## src/rtl/gbm_path_scheduler.sv

```systemverilog
// gbm_path_scheduler: shares one GBM step unit across N_PATHS paths x N_STEPS steps under an in-flight credit limit.
// Optional macro GBM_SCHED_ANTITHETIC_EN: odd paths reuse the preceding even path's variate, saturating-negated.
module gbm_path_scheduler #(
    parameter int WIDTH        = 32,
    parameter int N_PATHS      = 64,
    parameter int N_STEPS      = 16,
    parameter int MAX_INFLIGHT = 8,
    localparam int PW = $clog2(N_PATHS),
    localparam int SW = (N_STEPS > 1) ? $clog2(N_STEPS) : 1
) (
    input  logic             clk,
    input  logic             rst_n,
    input  logic             start,
    input  logic [WIDTH-1:0] cfg_s0,
    input  logic [WIDTH-1:0] cfg_r,
    input  logic [WIDTH-1:0] cfg_sigma,
    input  logic [WIDTH-1:0] cfg_dt,
    input  logic             z_valid,
    input  logic [WIDTH-1:0] z_data,
    output logic             z_ready,
    output logic             gbm_valid_in,
    output logic [WIDTH-1:0] gbm_z,
    output logic [WIDTH-1:0] gbm_s0,
    output logic [WIDTH-1:0] gbm_r,
    output logic [WIDTH-1:0] gbm_sigma,
    output logic [WIDTH-1:0] gbm_t,
    input  logic             gbm_valid_out,
    input  logic [WIDTH-1:0] gbm_s1,
    output logic             res_valid,
    output logic [PW-1:0]    res_path,
    output logic [SW-1:0]    res_step,
    output logic [WIDTH-1:0] res_price,
    output logic             busy,
    output logic             done,
    output logic             err
);
    localparam int IW = $clog2(MAX_INFLIGHT + 1);
    localparam int FW = (MAX_INFLIGHT > 1) ? $clog2(MAX_INFLIGHT) : 1;
    localparam logic [PW-1:0] LAST_PATH = PW'(N_PATHS - 1);
    localparam logic [SW-1:0] LAST_STEP = SW'(N_STEPS - 1);
    localparam logic [FW-1:0] LAST_SLOT = FW'(MAX_INFLIGHT - 1);
    localparam logic [IW-1:0] CREDITS   = IW'(MAX_INFLIGHT);

    typedef enum logic [1:0] {S_IDLE, S_ISSUE, S_DRAIN, S_DONE} state_t;

    state_t           state, state_nxt;
    logic [PW-1:0]    path;
    logic [SW-1:0]    step;
    logic [IW-1:0]    inflight;
    logic [FW-1:0]    wptr, rptr;
    logic [WIDTH-1:0] s0_q, z_issue;
    logic [WIDTH-1:0] price [N_PATHS];
    logic [PW-1:0]    tag_mem [MAX_INFLIGHT];
    logic             slot_open, need_z, fire, pop;

    assign slot_open = (state == S_ISSUE) && (inflight < CREDITS);
    assign fire      = slot_open && (z_valid || !need_z);
    // inflight doubles as the tag FIFO occupancy, so a return with it at zero is spurious
    assign pop       = gbm_valid_out && (inflight != '0);

`ifdef GBM_SCHED_ANTITHETIC_EN
    localparam logic [WIDTH-1:0] MOST_NEG = {1'b1, {(WIDTH-1){1'b0}}};
    logic [WIDTH-1:0] z_hold;
    assign need_z  = ~path[0];
    assign z_issue = need_z ? z_data : (z_hold == MOST_NEG) ? ~MOST_NEG : -z_hold;
    always_ff @(posedge clk or negedge rst_n)
        if (!rst_n) z_hold <= '0;
        else if (fire && need_z) z_hold <= z_data;
`else
    assign need_z  = 1'b1;
    assign z_issue = z_data;
`endif

    always_ff @(posedge clk or negedge rst_n)
        if (!rst_n) state <= S_IDLE;
        else state <= state_nxt;

    always_comb begin
        state_nxt = state;
        z_ready   = slot_open && need_z;
        busy      = (state != S_IDLE);
        done      = (state == S_DONE);
        case (state)
            S_IDLE:  state_nxt = start ? S_ISSUE : S_IDLE;
            S_ISSUE: state_nxt = (fire && path == LAST_PATH) ? S_DRAIN : S_ISSUE;
            S_DRAIN: state_nxt = (inflight != '0) ? S_DRAIN : (step == LAST_STEP) ? S_DONE : S_ISSUE;
            default: state_nxt = S_IDLE;
        endcase
    end

    always_ff @(posedge clk or negedge rst_n)
        if (!rst_n) begin
            path         <= '0;
            step         <= '0;
            inflight     <= '0;
            wptr         <= '0;
            rptr         <= '0;
            s0_q         <= '0;
            gbm_valid_in <= 1'b0;
            gbm_z        <= '0;
            gbm_s0       <= '0;
            gbm_r        <= '0;
            gbm_sigma    <= '0;
            gbm_t        <= '0;
            res_valid    <= 1'b0;
            res_path     <= '0;
            res_step     <= '0;
            res_price    <= '0;
            err          <= 1'b0;
        end else begin
            gbm_valid_in <= fire;
            res_valid    <= pop;
            inflight     <= inflight + IW'(fire) - IW'(pop);
            if (fire) begin
                gbm_z  <= z_issue;
                gbm_s0 <= (step == '0) ? s0_q : price[path];
                path   <= (path == LAST_PATH) ? '0 : path + 1'b1;
                wptr   <= (wptr == LAST_SLOT) ? '0 : wptr + 1'b1;
            end
            if (pop) begin
                rptr      <= (rptr == LAST_SLOT) ? '0 : rptr + 1'b1;
                res_path  <= tag_mem[rptr];
                res_step  <= step;
                res_price <= gbm_s1;
            end
            if (gbm_valid_out && inflight == '0) err <= 1'b1;
            if (state == S_DRAIN && inflight == '0 && step != LAST_STEP) step <= step + 1'b1;
            if (state == S_IDLE && start) begin
                s0_q      <= cfg_s0;
                gbm_r     <= cfg_r;
                gbm_sigma <= cfg_sigma;
                gbm_t     <= cfg_dt;
                step      <= '0;
                path      <= '0;
                err       <= 1'b0;
            end
        end

    always_ff @(posedge clk) begin
        if (fire) tag_mem[wptr] <= path;
        if (pop) price[tag_mem[rptr]] <= gbm_s1;
    end
endmodule

```

## config.mk

```make
export PLATFORM = sky130hd
export DESIGN_NAME = gbm_path_scheduler
export DESIGN_NICKNAME = d
export VERILOG_FILES = /design/src/rtl/gbm_path_scheduler.sv
export SDC_FILE = /design/constraint.sdc
export NUM_CORES = 2
export LEC_CHECK = 0
export ABC_CLOCK_PERIOD_IN_PS = 4600
export CORE_MARGIN = 2
export CORE_UTILIZATION = 41
export DETAILED_ROUTE_END_ITERATION = 12
export PLACE_DENSITY_LB_ADDON = 0.05
export SKIP_LAST_GASP = 1
export SYNTH_ARGS = -nofsm -noshare
export SYNTH_HDL_FRONTEND = slang
export SYNTH_SLANG_ARGS = --single-unit
```

## constraint.sdc

```tcl
create_clock -name clk -period 4.6 [get_ports clk]
set_clock_uncertainty 0.05 [all_clocks]
set_input_delay 0.69 -clock clk [delete_from_list [all_inputs] [get_ports clk]]
set_output_delay 0.69 -clock clk [all_outputs]
set_load 0.05 [all_outputs]
```

==> results.json <==
{
  "avgSynthCellArea_um2": 20.09,
  "peakVddDrop_mv": 0.4804,
  "hold_class": "primary input to flop",
  "core_area_mm2": 0.2197,
  "cts_tree": "done",
  "critPathCaptureType": "flop",
  "period_minus_slack_ns": 3.858,
  "cts_setup_buffers": 0,
  "initial_core_util": 0.4124,
  "cts_max_path_buffers": 4,
  "cts_max_level": 5,
  "grt_max_degree": 93,
  "die_x_um": 474.1,
  "p_leak_nw": 36.35,
  "synth-edff-count": 2096,
  "postRouteAntennaNets": 0,
  "grt_pass1_wl_um": 383100,
  "crit_fanout": 32,
  "ys_top_cells_by_area": "edfxtp_1 (69%), mux4_2 (9.7%), dfrtp_1 (7.2%), mux2i_1 (4.0%), mux2_2 (2.0%)",
  "register_area_mm2": 0.06943,
  "multi_input_area_mm2": 0.02025,
  "via_per_inst": 5.584,
  "rsz0062_at_grt": "no",
  "seq_area_frac_synth": 0.7662,
  "overflow": 0,
  "synth-compound-area-share": 0.02777,
  "cp.arrival_ns": 4.35,
  "antenna_found_initial": 25,
  "yosysMostFrequentCell": "edfxtp_1",
  "async_reset_ff_frac": 0.1100,
  "yosysUniqueCellTypes": 61,
  "syn_nets": 4721,
  "synth_top_family_by_area": "multiplexers",
  "fmax_ghz": 0.2592,
  "yosys_register_bits": 2355,
  "drt-wirelength-per-cell_um": 33.17,
  "drive_gt1_frac": 0.2417,
  "status": "finished clean",
  "synthFlopType": "edfxtp_1",
  "post-route-drc-count": 0,
  "syn_to_final_growth_pct": 19.66,
  "stdcell_area_mm2": 0.1084,
  "cp.required_ns": 5.09,
  "hold_violations": 0,
  "vias": 46770,
  "synth_mux_area_frac": 0.1584,
  "finalSetupTns_ns": 0,
  "clkTransAtPathRegs_ns": 0.06,
  "nFillCells": 18090,
  "cts_buffers": 278,
  "synth_area_leader_cell": "edfxtp_1",
  "instances_no_fill": 8375,
  "synth_fa_ha_area_frac": 0.001878,
  "synth_simple_gate_area_frac": 0.02877,
  "dr.pass1.iters": 5,
  "place_area_mm2": 0.09996,
  "chipHeight_um": 474.1,
  "dp_hpwl_um": 180800,
  "drtIter0Drc": 4272,
  "dp_cells": 7898,
  "insertion_delay_ns": 0.93,
  "synth_area_mm2": 0.09060,
  "relSlewSlack": 0.1143,
  "nNetsFinal": 5431,
  "synthTopCellsByCount": "edfxtp_1 (2096), mux4_2 (392), mux2i_1 (360)",
  "ys.warnings.count": 0,
  "powerDensity_mw_per_mm2": 615.8,
  "synth-xor-area-share": 0.0006767,
  "synth_cells": 4511,
  "fin_total_pwr_mw": 66.77,
  "cts_root_buf": "clkbuf_16",
  "gp_congestion": 0.8373,
  "cts_sinks": 2355,
  "start_kind": "flop",
  "die_area_mm2": 0.2248,
  "grt_pass1_vias": 47680,
  "slew_viol_final": 0,
  "io_pins": 405,
  "path_class": "flop to flop",
  "postRouteWirelength_um": 277800,
  "setup_viol": 0,
  "num_rows": 172,
  "max_cap_viol_count": 0,
  "max_slew.worst_pin.slew_ns": 1.321,
  "grt_use_total": 0.2462,
  "io_buffers": 404,
  "synth_top_cell_area_share": 0.6947,
  "finalCritPeriodShare": 0.8388
}
layout by cell type, fill, tap and decap left out, types with 23 or more instances in the layout:
cell type / Yosys / layout
a31oi_1: 23 / 23
edfxtp_1: 2096 / 2096
buf_12: 1 / 47
dfrtp_1: 259 / 255
mux2_2: 163 / 163
mux4_2: 392 / 392
clkinv_1: 1 / 51
clkdlybuf4s50_1: 0 / 371
clkbuf_1: 93 / 64
o22ai_1: 68 / 68
clkbuf_16: 0 / 287
buf_4: 35 / 226
mux2i_1: 360 / 360
a21oi_1: 50 / 50
a211oi_1: 32 / 30
buf_2: 68 / 30
nand2_1: 312 / 310
a22oi_1: 119 / 119
clkinv_2: 0 / 26
o21ai_0: 42 / 41
and3_1: 24 / 24
nor2_1: 100 / 34
or3_1: 27 / 27
nor2_4: 0 / 66
nand3_1: 31 / 31
registers in the layout (all words and copies together) (netlist names), 4 cells and up:
signal and count:
gbm_s0 32, res_path 6, s0_q 32, gbm_t 32, price 2048, path 6, gbm_z 32, res_price 32
res_step 4, gbm_sigma 32, step 4, tag_mem 48, inflight 4, gbm_r 32
metrics by stage:
stage | setup slack (ns) | util | hold slack (ns)
detailed placement | 0.7145 | 0.4549 | 0.4116
global route | 0.5564 | 0.4933 | 0.1375
floorplan | 0.9403 | - | 0.3444
finish | 0.7416 | 0.4934 | 0.1683
CTS | 0.7011 | 0.4933 | 0.1104
global placement | 0.5995 | 0.4549 | 0.4064
cells by family after synthesis:
| logic type | count (synthesis) |
|---|---|
| AO/OA/AOI/OAI | 376 |
| XOR/XNOR | 7 |
| adder cells (fa/ha/maj) | 13 |
| buffers and inverters | 259 |
| flip-flops | 2355 |
| multiplexers | 920 |
| AND/OR/NAND/NOR | 581 |
power by group:
part / switching, mW / leakage [nW] / internal, mW / total (mW)
Clock: 8.37 / 4.11 / 12.3 / 20.7
Combinational: 12.8 / 10.2 / 7.41 / 20.2
Sequential: 0.976 / 22.1 / 24.9 / 25.9
critical path, stage by stage (launching register included):
cell	delay, ns
dfrtp_1	0.69
buf_4	0.27
mux4_2	0.52
mux2i_2	0.54
and2_1	0.25
nand2b_1	0.43
nor2_4	0.20
buf_4	0.50
area by class of cell:
cell class	count	share of cell area
antenna	14	0.0003231
clock buffer	365	0.07024
clock inverter	97	0.007363
inverter	13	0.0005424
multi-input combinational	1897	0.1868
sequential	2355	0.6404
tap	2958	0.03414
timing repair buffer	676	0.06020
final timing paths:
kind	from	to	slack (ns)	depth (start not counted)
max in group asynchronous	rst_n	inflight[2]	2.98	3
worst min register to register	gbm_z[4]	gbm_z[4]	0.42	2
worst max-delay path	rptr[0]	price[39][25]	0.74	7
min in group asynchronous	rst_n	gbm_z[6]	0.39	2
worst max register to register	rptr[0]	price[39][25]	0.74	7
worst min-delay path	gbm_s1[13]	price[60][13]	0.17	1
what timing repair did:
item	in CTS	in global routing
hold endpoints to repair	89	0
resized for setup	0	0
setup endpoints to repair	0	0
hold buffers	1	0
per-layer routing:
metal  GRT usage  share of wire  wire length [um]
met1      0.3277           0.41            115200
met2      0.4161           0.50            138200
met3     0.03875          0.057             15950
met4     0.07634          0.031              8489
met5           0       0.000047                13
(Power assumes the default switching activity.)
